### config.mk
export PLATFORM = sky130hd
export DESIGN_NAME = dm_arbiter_flat
export DESIGN_NICKNAME = d
export VERILOG_FILES = /design/src/rtl/dm_arbiter_if.sv /design/src/rtl/dm_arbiter.sv /design/src/flat_wrapper.sv
export SDC_FILE = /design/constraint.sdc
export NUM_CORES = 1
export LEC_CHECK = 0
export CAP_MARGIN = 30
export CORE_UTILIZATION = 30
export CTS_BUF_LIST = sky130_fd_sc_hd__clkbuf_4
export DETAILED_ROUTE_END_ITERATION = 10
export PLACE_DENSITY = 0.74
export SETUP_SLACK_MARGIN = 0.15
export SYNTH_ARGS = -nofsm -noshare
export SYNTH_HDL_FRONTEND = slang
export SYNTH_SLANG_ARGS = --single-unit
### constraint.sdc
create_clock -name clk -period 1.7 [get_ports clk]
set_input_delay 0.17 -clock clk [delete_from_list [all_inputs] [get_ports clk]]
set_output_delay 0.17 -clock clk [all_outputs]
set_load 0.02 [all_outputs]
### src/rtl/dm_arbiter_if.sv
// dm_arbiter_if: handshake and DM bus bundle shared by dm_arbiter and its requesters.
// Signals: req/we/ctrl/addr/wdata/ack for ports 0 and 1, rdata and busy back to the
//          requesters, dm_wr/dm_ctrl/dm_addr/dm_wdata toward the DM, dm_rdata from it.
//          err0/err1 exist only when DM_ARB_ALIGN_CHK_EN is defined.
// Modports: slave = arbiter side, master = requesters plus DM side.
interface dm_arbiter_if;
    logic        req0, we0, ack0;
    logic [2:0]  ctrl0;
    logic [31:0] addr0, wdata0;
    logic        req1, we1, ack1;
    logic [2:0]  ctrl1;
    logic [31:0] addr1, wdata1;
    logic [31:0] rdata;
    logic        busy;
    logic        dm_wr;
    logic [2:0]  dm_ctrl;
    logic [31:0] dm_addr, dm_wdata, dm_rdata;
`ifdef DM_ARB_ALIGN_CHK_EN
    logic        err0, err1;
`endif
    modport slave (
        input  req0, we0, ctrl0, addr0, wdata0,
        input  req1, we1, ctrl1, addr1, wdata1,
        input  dm_rdata,
`ifdef DM_ARB_ALIGN_CHK_EN
        output err0, err1,
`endif
        output ack0, ack1, rdata, busy, dm_wr, dm_ctrl, dm_addr, dm_wdata
    );
    modport master (
        output req0, we0, ctrl0, addr0, wdata0,
        output req1, we1, ctrl1, addr1, wdata1,
        output dm_rdata,
`ifdef DM_ARB_ALIGN_CHK_EN
        input  err0, err1,
`endif
        input  ack0, ack1, rdata, busy, dm_wr, dm_ctrl, dm_addr, dm_wdata
    );
endinterface

### src/rtl/dm_arbiter.sv
// dm_arbiter: two-requester arbiter/sequencer in front of the byte-addressed data memory.
// Ports: clk, rst (synchronous, active-high); bus (dm_arbiter_if.slave) carrying the
//        port 0/1 request handshakes, rdata/busy, and the DM write/ctrl/addr/data bus.
// Parameters: RR_EN (1 round-robin, 0 fixed priority with port 0 winning), MEM_BYTES.
// Option macro: DM_ARB_ALIGN_CHK_EN adds err0/err1 and misalignment/range flagging.
// Each transaction runs IDLE (grant+latch) -> ACCESS (DM cycle) -> RESP (ack pulse).
module dm_arbiter #(
    parameter bit          RR_EN     = 1'b1,
    parameter int unsigned MEM_BYTES = 1024
) (
    input  logic        clk,
    input  logic        rst,
    dm_arbiter_if.slave bus
);
    typedef enum logic [1:0] {IDLE, ACCESS, RESP} state_t;

    state_t      r_state;
    logic        r_last, r_win, r_err;
    logic        r_ack0, r_ack1, r_busy, r_dm_wr;
    logic [2:0]  r_dm_ctrl;
    logic [31:0] r_dm_addr, r_dm_wdata, r_rdata;
    logic        w_gnt1, w_we, w_bad;
    logic [2:0]  w_ctrl;
    logic [31:0] w_addr, w_wdata;

    // Port 1 wins when it asks alone, or on a tie when round-robin says port 0 went last.
    assign w_gnt1  = bus.req1 & (~bus.req0 | (RR_EN & ~r_last));
    assign w_we    = w_gnt1 ? bus.we1    : bus.we0;
    assign w_ctrl  = w_gnt1 ? bus.ctrl1  : bus.ctrl0;
    assign w_addr  = w_gnt1 ? bus.addr1  : bus.addr0;
    assign w_wdata = w_gnt1 ? bus.wdata1 : bus.wdata0;

`ifdef DM_ARB_ALIGN_CHK_EN
    logic        r_err0, r_err1;
    logic [32:0] w_end;
    // Address of the last byte touched; codes 000/011/100 count as one byte.
    assign w_end = {1'b0, w_addr} + (w_ctrl[1:0] == 2'b01 ? 33'd1 :
                                     w_ctrl[1:0] == 2'b10 ? 33'd3 : 33'd0);
    assign w_bad = ((w_ctrl == 3'b001 || w_ctrl == 3'b101) && w_addr[0])
                 || (w_ctrl == 3'b010 && w_addr[1:0] != 2'b00)
                 || (w_end >= 33'(MEM_BYTES));
    assign bus.err0 = r_err0;
    assign bus.err1 = r_err1;
`else
    assign w_bad = 1'b0;
    // Base build passes every address through, so the DM size drives no logic here.
    if (MEM_BYTES == 0) begin : g_no_dm
    end
`endif

    always_ff @(posedge clk) begin
        if (rst) begin
            r_state    <= IDLE;
            r_last     <= 1'b1;
            r_win      <= 1'b0;
            r_err      <= 1'b0;
            r_ack0     <= 1'b0;
            r_ack1     <= 1'b0;
            r_busy     <= 1'b0;
            r_dm_wr    <= 1'b0;
            r_dm_ctrl  <= 3'b000;
            r_dm_addr  <= 32'd0;
            r_dm_wdata <= 32'd0;
            r_rdata    <= 32'd0;
`ifdef DM_ARB_ALIGN_CHK_EN
            r_err0     <= 1'b0;
            r_err1     <= 1'b0;
`endif
        end else begin
            case (r_state)
                IDLE: begin
                    if (bus.req0 | bus.req1) begin
                        r_dm_wr    <= w_we & ~w_bad;
                        r_dm_ctrl  <= w_ctrl;
                        r_dm_addr  <= w_addr;
                        r_dm_wdata <= w_wdata;
                        r_err      <= w_bad;
                        r_win      <= w_gnt1;
                        r_last     <= w_gnt1;
                        r_busy     <= 1'b1;
                        r_state    <= ACCESS;
                    end
                end
                ACCESS: begin
                    // Writes and flagged transactions return zero instead of DM data.
                    r_rdata <= (r_dm_wr | r_err) ? 32'd0 : bus.dm_rdata;
                    r_dm_wr <= 1'b0;
                    r_ack0  <= ~r_win;
                    r_ack1  <= r_win;
`ifdef DM_ARB_ALIGN_CHK_EN
                    r_err0  <= r_err & ~r_win;
                    r_err1  <= r_err & r_win;
`endif
                    r_state <= RESP;
                end
                default: begin
                    r_ack0  <= 1'b0;
                    r_ack1  <= 1'b0;
                    r_busy  <= 1'b0;
`ifdef DM_ARB_ALIGN_CHK_EN
                    r_err0  <= 1'b0;
                    r_err1  <= 1'b0;
`endif
                    r_state <= IDLE;
                end
            endcase
        end
    end

    assign bus.ack0     = r_ack0;
    assign bus.ack1     = r_ack1;
    assign bus.rdata    = r_rdata;
    assign bus.busy     = r_busy;
    assign bus.dm_wr    = r_dm_wr;
    assign bus.dm_ctrl  = r_dm_ctrl;
    assign bus.dm_addr  = r_dm_addr;
    assign bus.dm_wdata = r_dm_wdata;
endmodule

### src/flat_wrapper.sv
// flat-port wrapper written by rule: the top's interface ports become plain ports
module dm_arbiter_flat 
#(
    parameter bit          RR_EN     = 1'b1,
    parameter int unsigned MEM_BYTES = 1024
)
  (clk, rst, bus_req0, bus_we0, bus_ctrl0, bus_addr0, bus_wdata0, bus_req1, bus_we1, bus_ctrl1, bus_addr1, bus_wdata1, bus_dm_rdata, bus_ack0, bus_ack1, bus_rdata, bus_busy, bus_dm_wr, bus_dm_ctrl, bus_dm_addr, bus_dm_wdata);
  dm_arbiter_if bus_i ();
  input  logic clk;
  input  logic rst;
  input wire logic [$bits(bus_i.req0)-1:0] bus_req0;
  input wire logic [$bits(bus_i.we0)-1:0] bus_we0;
  input wire logic [$bits(bus_i.ctrl0)-1:0] bus_ctrl0;
  input wire logic [$bits(bus_i.addr0)-1:0] bus_addr0;
  input wire logic [$bits(bus_i.wdata0)-1:0] bus_wdata0;
  input wire logic [$bits(bus_i.req1)-1:0] bus_req1;
  input wire logic [$bits(bus_i.we1)-1:0] bus_we1;
  input wire logic [$bits(bus_i.ctrl1)-1:0] bus_ctrl1;
  input wire logic [$bits(bus_i.addr1)-1:0] bus_addr1;
  input wire logic [$bits(bus_i.wdata1)-1:0] bus_wdata1;
  input wire logic [$bits(bus_i.dm_rdata)-1:0] bus_dm_rdata;
  output wire logic [$bits(bus_i.ack0)-1:0] bus_ack0;
  output wire logic [$bits(bus_i.ack1)-1:0] bus_ack1;
  output wire logic [$bits(bus_i.rdata)-1:0] bus_rdata;
  output wire logic [$bits(bus_i.busy)-1:0] bus_busy;
  output wire logic [$bits(bus_i.dm_wr)-1:0] bus_dm_wr;
  output wire logic [$bits(bus_i.dm_ctrl)-1:0] bus_dm_ctrl;
  output wire logic [$bits(bus_i.dm_addr)-1:0] bus_dm_addr;
  output wire logic [$bits(bus_i.dm_wdata)-1:0] bus_dm_wdata;
  assign bus_i.req0 = bus_req0;
  assign bus_i.we0 = bus_we0;
  assign bus_i.ctrl0 = bus_ctrl0;
  assign bus_i.addr0 = bus_addr0;
  assign bus_i.wdata0 = bus_wdata0;
  assign bus_i.req1 = bus_req1;
  assign bus_i.we1 = bus_we1;
  assign bus_i.ctrl1 = bus_ctrl1;
  assign bus_i.addr1 = bus_addr1;
  assign bus_i.wdata1 = bus_wdata1;
  assign bus_i.dm_rdata = bus_dm_rdata;
  assign bus_ack0 = bus_i.ack0;
  assign bus_ack1 = bus_i.ack1;
  assign bus_rdata = bus_i.rdata;
  assign bus_busy = bus_i.busy;
  assign bus_dm_wr = bus_i.dm_wr;
  assign bus_dm_ctrl = bus_i.dm_ctrl;
  assign bus_dm_addr = bus_i.dm_addr;
  assign bus_dm_wdata = bus_i.dm_wdata;
  dm_arbiter #(.RR_EN(RR_EN), .MEM_BYTES(MEM_BYTES)) u_core (.clk(clk), .rst(rst), .bus(bus_i));
endmodule
==> run_results.csv <==
group,metric,value,unit
cts,clk_latency,0.47,ns
timing,skew,0.0161,ns
drt,via_per_inst,5.05,
worst_setup_path,endpoint_kind,"flip-flop",
yosys,yosysSeqAreaShare,47.6,%
global_routing,antenna_found_initial,1,
worst_setup_path,crit_chain,"or2_4 -> nor2_4 -> buf_12 -> a311oi_1",
cts,postCtsSetupRepairBufs,0,
place,post-dp-hpwl,11000,um
power,p_leak,0.00319,uW
yosys,synth_edf_count,0,
yosys,syn-num-nets,661,
drt,drt_first_pass_iters,4,
yosys,ys_async_sr_fraction,0,%
drt,drtIter0Drc,291,
floorplan,row_count,44,
timing,drv_slew,0,
drt,drc,0,
drt,routed_wirelength,15100,um
floorplan,core-area,0.0146,mm2
place,io_buffers,274,
yosys,yosys.area.top_type,"dfxtp_1",
place,place_inst,908,
worst_setup_path,crit_arrival,1.78,ns
yosys,synth_area_per_cell,9.21,um2
timing,finalSetupTns,0,ns
timing,setup_viol,0,
worst_setup_path,critPathSlowestCell,"dfxtp_1",
yosys,synth_cells,489,
global_routing,grt_pass1_vias,4527,
worst_setup_path,crit_required,2.04,ns
finish,final_area,0.00746,mm2
drt,ant_nets,0,
power,worst_ir_drop_vdd,0.392,mV
run_status,status,"finished, final reports clean",
yosys,ys.flop_type,"dfxtp_1",
yosys,ys_ff_latch,107,
floorplan,ios,275,
place,gp_congestion,0.862,
cts,path_clk_slew,0.17,ns
global_routing,grt_overflow_total,0,
global_routing,grt_pass1_wl,23500,um
worst_setup_path,worstSetupPathType,"reg -> reg",
place,placed_area,0.00738,mm2
global_routing,grt_start_max_net_pins,46,
yosys,synth_top_area_share,47.6,%
floorplan,die_x,125,um
floorplan,die_area,0.0155,mm2
cts,htreeDepth,3,
floorplan,die_h,125,um
cts,tritoncts,"built",
finish,fin_nets,908,
yosys,synth.area.top_cells,"dfxtp_1 (48%), nand2_1 (11%), a311oi_1 (9.3%)",
power,p_per_area,866,mW/mm2
finish,drive_above_1_share,8.23,%
drt,vias,4676,
run,max_cap_violations,0,
timing,max_freq,695,MHz
yosys,ys_types,29,
timing,slew_headroom,67.7,%
finish,area_growth,65.7,%
timing,fin_crit_sh,84.7,%
finish,final_cells,926,
yosys,synth_area,0.00450,mm2
cts,root_buffer,"clkbuf_4",
cts,numCtsBuffers,9,
worst_setup_path,cpPeakStageDelay,0.44,ns
timing,rsz0062_at_grt,"no",
timing,fin_crit,1.44,ns
timing,final-hold-violation-count,0,
worst_setup_path,cp-start-kind,"flip-flop",
global_routing,grt_usage,18.8,%
worst_setup_path,cp_max_fo,39,
worst_hold_path,hold_path.class,"in -> reg",
drt,wl_per_cell,16.3,um
timing,worstMarginPinSlew,0.484,ns
cts,clockBufferDepth,2,
floorplan,initial_core_util,30.9,%
cts,numClockSinks,107,
yosys,yosysWarnings,0,
==> registers in the layout, indices dropped and copies added, names as in the netlist <==
signal,count
u_core.bus.ack0,1
u_core.r_last,1
u_core.bus.dm_wr,1
u_core.bus.rdata,32
u_core.bus.dm_wdata,32
u_core.r_win,1
u_core.bus.dm_addr,32
u_core.bus.ack1,1
u_core.bus.dm_ctrl,3
u_core.r_state,2
u_core.bus.busy,1
==> metrics by stage <==
stage	total power [uW]	hold WS [ns]	utilization, %	setup WS, ns
6_report	6460	0.240	51.1	0.260
5_1_grt	6790	0.202	51.1	0.160
4_1_cts	6540	0.194	51.1	0.160
3_5_place_dp	5060	0.417	50.6	-0.0202
3_3_place_gp	5020	0.410	50.6	0.0654
2_1_floorplan	3980	0.245	-	0.360
==> what timing repair did <==
item                       CTS  global route
hold buffers                 1             0
pin swaps                    0             0
hold endpoints to repair     1             0
setup endpoints to repair  103            32
cloned                       0             0
gates resized for setup    103             1
==> power breakdown <==
| part | internal, uW | total, uW | switching (uW) |
|---|---|---|---|
| logic | 931 | 1930 | 995 |
| registers | 2760 | 2900 | 138 |
| clock network | 757 | 1630 | 873 |
| total | 4450 | 6460 | 2010 |
==> critical path, delay by kind of cell, from the launching register on <==
kind	cells	cell delay (ns)
AND/OR/NAND/NOR	2	0.50
AO/OA/AOI/OAI	1	0.12
flip-flops	1	0.44
buffers and inverters	1	0.23
==> layout by cell type (no fill, tap or decap), drive strengths merged, types with 2 or more instances in the layout <==
cell type	count
clkdlybuf4s50	170
nand2	135
dfxtp	107
dlygate4sd2	103
a21oi	71
a311oi	67
a22o	32
buf	16
clkbuf	9
nor3	4
inv	4
bufinv	3
nor2	3
mux2i	2
or2	2
==> cells in the mapped netlist, types with 2 or more instances <==
library cell,n
nand2_1,135
dfxtp_1,107
a21oi_1,70
a311oi_1,48
a22o_1,32
buf_2,28
a311oi_2,19
clkbuf_1,10
buf_6,9
buf_4,7
nor3_1,4
inv_1,2
mux2i_1,2
==> metal layers <==
metal / share of wire [%] / track usage [%]
met1: 42 / 22.8
met2: 48 / 31.0
met3: 6.2 / 4.34
met4: 3.3 / 9.50
met5: 0 / 0
==> path summary, 6_finish.rpt <==
| path | cells past startpoint | start | to | slack, ns |
|---|---|---|---|---|
| setup / recovery | 4 | u_core.r_state[1]$_SDFFE_PP0P_ | u_core.bus.dm_addr[24]$_SDFFE_PP0P_ | 0.26 |
| hold / removal | 3 | bus_ctrl0[1] | u_core.bus.dm_ctrl[1]$_SDFFE_PP0P_ | 0.24 |
| setup reg to reg | 4 | u_core.r_state[1]$_SDFFE_PP0P_ | u_core.bus.dm_addr[24]$_SDFFE_PP0P_ | 0.26 |
| hold reg to reg | 1 | u_core.bus.rdata[19]$_SDFFE_PP0P_ | u_core.bus.rdata[19]$_SDFFE_PP0P_ | 0.50 |
==> layout make-up <==
type | instances | area (um2)
fillers | 1345 | 7130
diodes | 1 | 2.50
repair buffers | 290 | 2860
clock inverters | 7 | 123
multi-input cells | 326 | 2030
clock buffers | 9 | 67.6
flip-flops and latches | 107 | 2140
well taps | 184 | 230
inverters | 2 | 7.51
==> kinds of logic after synthesis <==
| group | Yosys count | synth area share [%] |
|---|---|---|
| AND/OR/NAND/NOR | 148 | 13.2 |
| multiplexers | 2 | 0.445 |
| flip-flops | 107 | 47.6 |
| buffers and inverters | 56 | 7.53 |
| AO/OA/AOI/OAI | 176 | 31.2 |
Note: power is estimated with default switching activity, not from simulation.
